### config.mk
export PLATFORM = sky130hd
export DESIGN_NAME = psram_wb_arbiter
export DESIGN_NICKNAME = d
export VERILOG_FILES = /design/src/rtl/psram_wb_arbiter.sv
export SDC_FILE = /design/constraint.sdc
export NUM_CORES = 1
export LEC_CHECK = 0
export ABC_CLOCK_PERIOD_IN_PS = 2850
export CAP_MARGIN = 15
export CORE_AREA = 3 3 110 112
export CTS_CLUSTER_SIZE = 40
export DETAILED_ROUTE_END_ITERATION = 16
export DIE_AREA = 0 0 113 115
export GPL_ROUTABILITY_DRIVEN = 0
export GPL_TIMING_DRIVEN = 0
export PLACE_DENSITY = 0.69
export SYNTH_ARGS = -nofsm -noshare
export SYNTH_HDL_FRONTEND = slang
export SYNTH_SLANG_ARGS = --single-unit
### constraint.sdc
create_clock -name clk_i -period 2.85 [get_ports clk_i]
set_input_delay 0.57 -clock clk_i [delete_from_list [all_inputs] [get_ports clk_i]]
set_output_delay 0.57 -clock clk_i [all_outputs]
set_load 0.05 [all_outputs]
### src/rtl/psram_wb_arbiter.sv
// Two-master Wishbone arbiter in front of the single-port PSRAM controller.
// Round-robin grant per Wishbone cycle, with a per-transaction ack watchdog.
module psram_wb_arbiter #(
    parameter int unsigned TIMEOUT_CLKS = 64,
    parameter int unsigned ADDR_W       = 22
) (
    input  logic              clk_i,
    input  logic              rst_i,

    input  logic              m0_stb_i,
    input  logic              m0_cyc_i,
    input  logic              m0_we_i,
    input  logic [3:0]        m0_sel_i,
    input  logic [ADDR_W-1:0] m0_addr_i,
    input  logic [31:0]       m0_data_i,
    output logic              m0_ack_o,
    output logic              m0_err_o,
    output logic [31:0]       m0_data_o,

    input  logic              m1_stb_i,
    input  logic              m1_cyc_i,
    input  logic              m1_we_i,
    input  logic [3:0]        m1_sel_i,
    input  logic [ADDR_W-1:0] m1_addr_i,
    input  logic [31:0]       m1_data_i,
    output logic              m1_ack_o,
    output logic              m1_err_o,
    output logic [31:0]       m1_data_o,

    output logic              s_stb_o,
    output logic              s_cyc_o,
    output logic              s_we_o,
    output logic [3:0]        s_sel_o,
    output logic [ADDR_W-1:0] s_addr_o,
    output logic [31:0]       s_data_o,
    input  logic              s_ack_i,
    input  logic [31:0]       s_data_i
);

    typedef enum logic [1:0] {IDLE, BUSY, ERR_HOLD} state_t;

    localparam logic [7:0] TIMEOUT_LOAD = 8'(TIMEOUT_CLKS);

    state_t      state;
    logic        grant;
    logic        last_grant;
    logic [7:0]  timer;
    logic        err_q;

    logic              req0, req1, pick1, busy;
    logic              sel_stb, sel_cyc, sel_we;
    logic [3:0]        sel_sel;
    logic [ADDR_W-1:0] sel_addr;
    logic [31:0]       sel_data;

    always_comb begin
        req0  = m0_cyc_i & m0_stb_i;
        req1  = m1_cyc_i & m1_stb_i;
        // On contention the master that did not win last time gets the slot.
        pick1 = req1 & (~req0 | ~last_grant);
        busy  = (state == BUSY);

        sel_stb  = grant ? m1_stb_i  : m0_stb_i;
        sel_cyc  = grant ? m1_cyc_i  : m0_cyc_i;
        sel_we   = grant ? m1_we_i   : m0_we_i;
        sel_sel  = grant ? m1_sel_i  : m0_sel_i;
        sel_addr = grant ? m1_addr_i : m0_addr_i;
        sel_data = grant ? m1_data_i : m0_data_i;

        s_stb_o  = busy & sel_stb;
        s_cyc_o  = busy & sel_cyc;
        s_we_o   = busy & sel_we;
        s_sel_o  = busy ? sel_sel  : '0;
        s_addr_o = busy ? sel_addr : '0;
        s_data_o = busy ? sel_data : '0;

        m0_ack_o  = busy & ~grant & s_ack_i;
        m1_ack_o  = busy &  grant & s_ack_i;
        m0_data_o = (busy & ~grant) ? s_data_i : '0;
        m1_data_o = (busy &  grant) ? s_data_i : '0;
        m0_err_o  = err_q & ~grant;
        m1_err_o  = err_q &  grant;
    end

    always_ff @(posedge clk_i) begin
        if (rst_i) begin
            state      <= IDLE;
            grant      <= 1'b0;
            last_grant <= 1'b1;
            timer      <= '0;
            err_q      <= 1'b0;
        end else begin
            case (state)
                IDLE: begin
                    err_q <= 1'b0;
                    if (req0 | req1) begin
                        grant      <= pick1;
                        last_grant <= pick1;
                        timer      <= TIMEOUT_LOAD;
                        state      <= BUSY;
                    end
                end
                BUSY: begin
                    if (!sel_cyc) begin
                        state <= IDLE;
                    end else if (s_stb_o) begin
                        // An ack on the expiry clock still completes the access.
                        if (s_ack_i) begin
                            timer <= TIMEOUT_LOAD;
                        end else if (timer == 8'd1) begin
                            err_q <= 1'b1;
                            state <= ERR_HOLD;
                        end else begin
                            timer <= timer - 8'd1;
                        end
                    end
                end
                ERR_HOLD: begin
                    err_q <= 1'b0;
                    if (!sel_cyc) state <= IDLE;
                end
                default: state <= IDLE;
            endcase
        end
    end

endmodule

==> flow_metrics.env <==
export IMPL_viasPerCell=4.75
export IMPL_hold_end="last_grant"
export IMPL_max_freq_mhz=362
export IMPL_r2r_end="err_q"
export IMPL_peakVddDrop_uv=333
export IMPL_drv_cap=0
export IMPL_netlist_area_um2=1780
export IMPL_cts_buffers=3
export IMPL_die_w_um=113
export IMPL_crit_top_cell="clkdlybuf4s50_1"
export IMPL_ctsHoldBuffers=0
export IMPL_postSynthAreaPerCell_um2=7.33
export IMPL_ys_ff_latch=13
export IMPL_clk_transition_reported_paths_ns=0.05
export IMPL_dp_slack_ns=-0.746
export IMPL_synth_edf_count=0
export IMPL_yosys_most_used_dff="dfxtp_1"
export IMPL_outcome="completed"
export IMPL_place_port_buffers=285
export IMPL_grt_pass1_vias=3117
export IMPL_leakage_nw=2.30
export IMPL_worstPathRequired_ns=2.28
export IMPL_die_h_um=115
export IMPL_grt_max_degree=11
export IMPL_wl_mm=13.3
export IMPL_track_usage_pct=18.6
export IMPL_slew_headroom_pct=63.8
export IMPL_fin_tns_setup_ns=0
export IMPL_critPathMaxFanout=5
export IMPL_fin_crit_ns=2.77
export IMPL_fillers=1157
export IMPL_cp_arrival_ns=2.20
export IMPL_grt_first_pass_wirelength_mm=18.9
export IMPL_worstPathCellList="clkdlybuf4s50_1 -> mux2i_2 -> nor2_1 -> clkdlybuf4s50_1"
export IMPL_synth_cell_types=36
export IMPL_row_count=39
export IMPL_powerDensity_nw_per_um2=297
export IMPL_antenna_found_initial=0
export IMPL_critPathTopFamily="buffers and inverters"
export IMPL_insertion_delay_ns=0.25
export IMPL_slew_violations=0
export IMPL_slowest_stage="clkdlybuf4s50_1"
export IMPL_r2r_slack_ns=0.87
export IMPL_core_area_um2=11300
export IMPL_ff_latch_area_um2=260
export IMPL_synth_top_area_share_pct=29.0
export IMPL_dieArea_um2=13000
export IMPL_reg2reg_depth=5
export IMPL_setup_viol=0
export IMPL_netlist_instances=243
export IMPL_avgRoutedWirePerCell_um=19.8
export IMPL_finalNetCount=691
export IMPL_fin_ws_ns=0.0850
export IMPL_synthesis_nets=402
export IMPL_yosys_warnings=0
export IMPL_num_vias=3204
export IMPL_first_pass_iters=4
export IMPL_dr_first_iter_drc_count=203
export IMPL_tightestPinTransition_ns=0.538
export IMPL_hp_class="register to register"
export IMPL_hold_path_depth=1
export IMPL_cts_tree="built"
export IMPL_multiInputGateArea_um2=1420
export IMPL_cp_num_buf_inv=2
export IMPL_ctsHtreeMaxLevel=1
export IMPL_hp_start="last_grant"
export IMPL_path_class="primary input to primary output"
export IMPL_drive_gt1_share_pct=19.6
export IMPL_synth_area_top_cells="a22o_1, dfxtp_1, and2_1, and3_1, clkbuf_1"
export IMPL_drcViolationCount=0
export IMPL_area_delta_synth_final_pct=169
export IMPL_skew_ns=0.00287
export IMPL_synth_top_area_cell="a22o_1"
export IMPL_hold_viol=0
export IMPL_cts_sinks=13
export IMPL_num_antenna_cells=0
export IMPL_synth_seq_area_share_pct=14.6
export IMPL_ant_nets=0
export IMPL_grt_ovfl_total=0
export IMPL_synth_async_reset_ratio_pct=0
export IMPL_rsz0062_at_grt="true"
export IMPL_r2r_start="timer[0]"
export IMPL_clockRootBuffer="clkbuf_16"
export IMPL_num_io_pins=286
export IMPL_cp_start_kind="primary input"
export IMPL_cts_buffer_depth=2
export IMPL_max_stage_delay_ns=0.81
export IMPL_cp_end_kind="primary output"
export IMPL_min_period_over_period_pct=97.0
export IMPL_start_util_pct=15.7
export IMPL_dp_hpwl_mm=11.3
power breakdown:
group	switching (mW)	leakage, nW	internal, mW
registers	0.0151	0.106	0.195
clock network	0.0806	0.0382	0.189
logic	0.554	2.16	0.388
total	0.650	2.30	0.773
how the worst max path moves through the flow:
stage                        start  slack (ns)  cells past startpoint       endpoint
after floorplan           state[0]        0.45                      6   s_data_o[21]
after global placement    state[0]       -0.70                      7   s_data_o[22]
after detailed placement  state[0]       -0.75                      7   s_data_o[30]
after CTS                 state[1]     0.00007                      6   s_data_o[19]
after global routing      state[1]       -0.08                      6  m0_data_o[17]
final                     m0_cyc_i        0.08                      4        s_cyc_o
area by class of cell:
class / count / share of cell area, %
plain buffers: 25 / 2.56
repair buffers: 285 / 56.7
clock buffers: 4 / 1.64
multi-input cells: 200 / 29.6
inverters: 4 / 0.313
flip-flops and latches: 13 / 5.43
well taps: 143 / 3.73
routing by layer:
layer  track usage [%]  share of wire, %  wire length (µm)
met1              22.8                39              5260
met5                 0                 0                 0
met2              32.8                51              6740
met3              3.74               7.3               970
met4              5.61               2.7               360
metrics by stage:
| step | hold WS [ns] | std cells | cell area (µm²) | power (mW) | util [%] |
|---|---|---|---|---|---|
| 6_report | 0.504 | 674 | 4790 | 1.42 | 42.3 |
| 2_1_floorplan | 0.460 | 243 | 1780 | 0.729 | - |
| 5_1_grt | 0.528 | 674 | 4790 | 1.49 | 42.3 |
| 3_3_place_gp | 0.477 | 671 | 4810 | 1.18 | 42.5 |
| 3_5_place_dp | 0.491 | 671 | 4810 | 1.19 | 42.5 |
| 4_1_cts | 0.502 | 674 | 4880 | 1.43 | 43.1 |
flip-flops by register name (all words and copies together) (netlist names):
register and count:
err_q 1, grant 1, last_grant 1, state 2, timer 8
synthesized netlist by cell type, types with 2 or more instances:
cell type and number:
buf_2 2, ha_1 2, or3_1 3, nand2_1 2, o21ai_0 3, nand2b_1 2, nor2b_1 4, mux2i_1 2
clkbuf_1 21, dfxtp_1 13, nor3_1 3, nand3_1 2, o21bai_1 2, a21oi_1 10, nor2_1 13, buf_1 3
o31ai_1 4, or4_1 5, o32a_1 2, and3_1 33, a22o_1 59, and2_1 35, inv_1 4, or4b_1 2
logic make-up after synthesis:
kind of cell / synth area share [%]
flops: 14.6
mux: 1.12
compound gates: 39.4
fa+ha+maj: 1.40
simple gates: 37.0
buf+inv: 6.46
cells in the final DEF, fill, tap and decap left out, types with 2 or more instances in the layout:
cell / netlist / layout
clkdlybuf4s50_1: 0 / 160
clkbuf_16: 0 / 3
nand2_1: 2 / 2
clkdlybuf4s18_2: 0 / 3
nand2b_1: 2 / 2
or4b_1: 2 / 2
clkbuf_1: 21 / 10
or3_1: 3 / 3
o21ai_0: 3 / 3
clkdlybuf4s15_2: 0 / 47
and2_1: 35 / 34
nor3_1: 3 / 3
dlygate4sd2_1: 0 / 39
a21oi_1: 10 / 10
nor2b_1: 4 / 3
buf_2: 2 / 26
nand3_1: 2 / 2
and3_1: 33 / 33
o32a_1: 2 / 2
o31ai_1: 4 / 4
nor2_1: 13 / 13
dlymetal6s2s_1: 0 / 4
o21bai_1: 2 / 2
a22o_1: 59 / 59
or4_1: 5 / 5
ha_1: 2 / 2
clkbuf_2: 0 / 16
inv_1: 4 / 4
dfxtp_1: 13 / 13
clkbuf_4: 0 / 4
timing repair:
| item | in CTS | in global routing |
|---|---|---|
| endpoints found under the setup margin | 124 | 79 |
| gates resized for setup | 311 | 52 |
| endpoints found under the hold margin | 0 | 0 |
| setup buffers | 0 | 0 |
No activity file was read; power rests on OpenSTA's default activity.
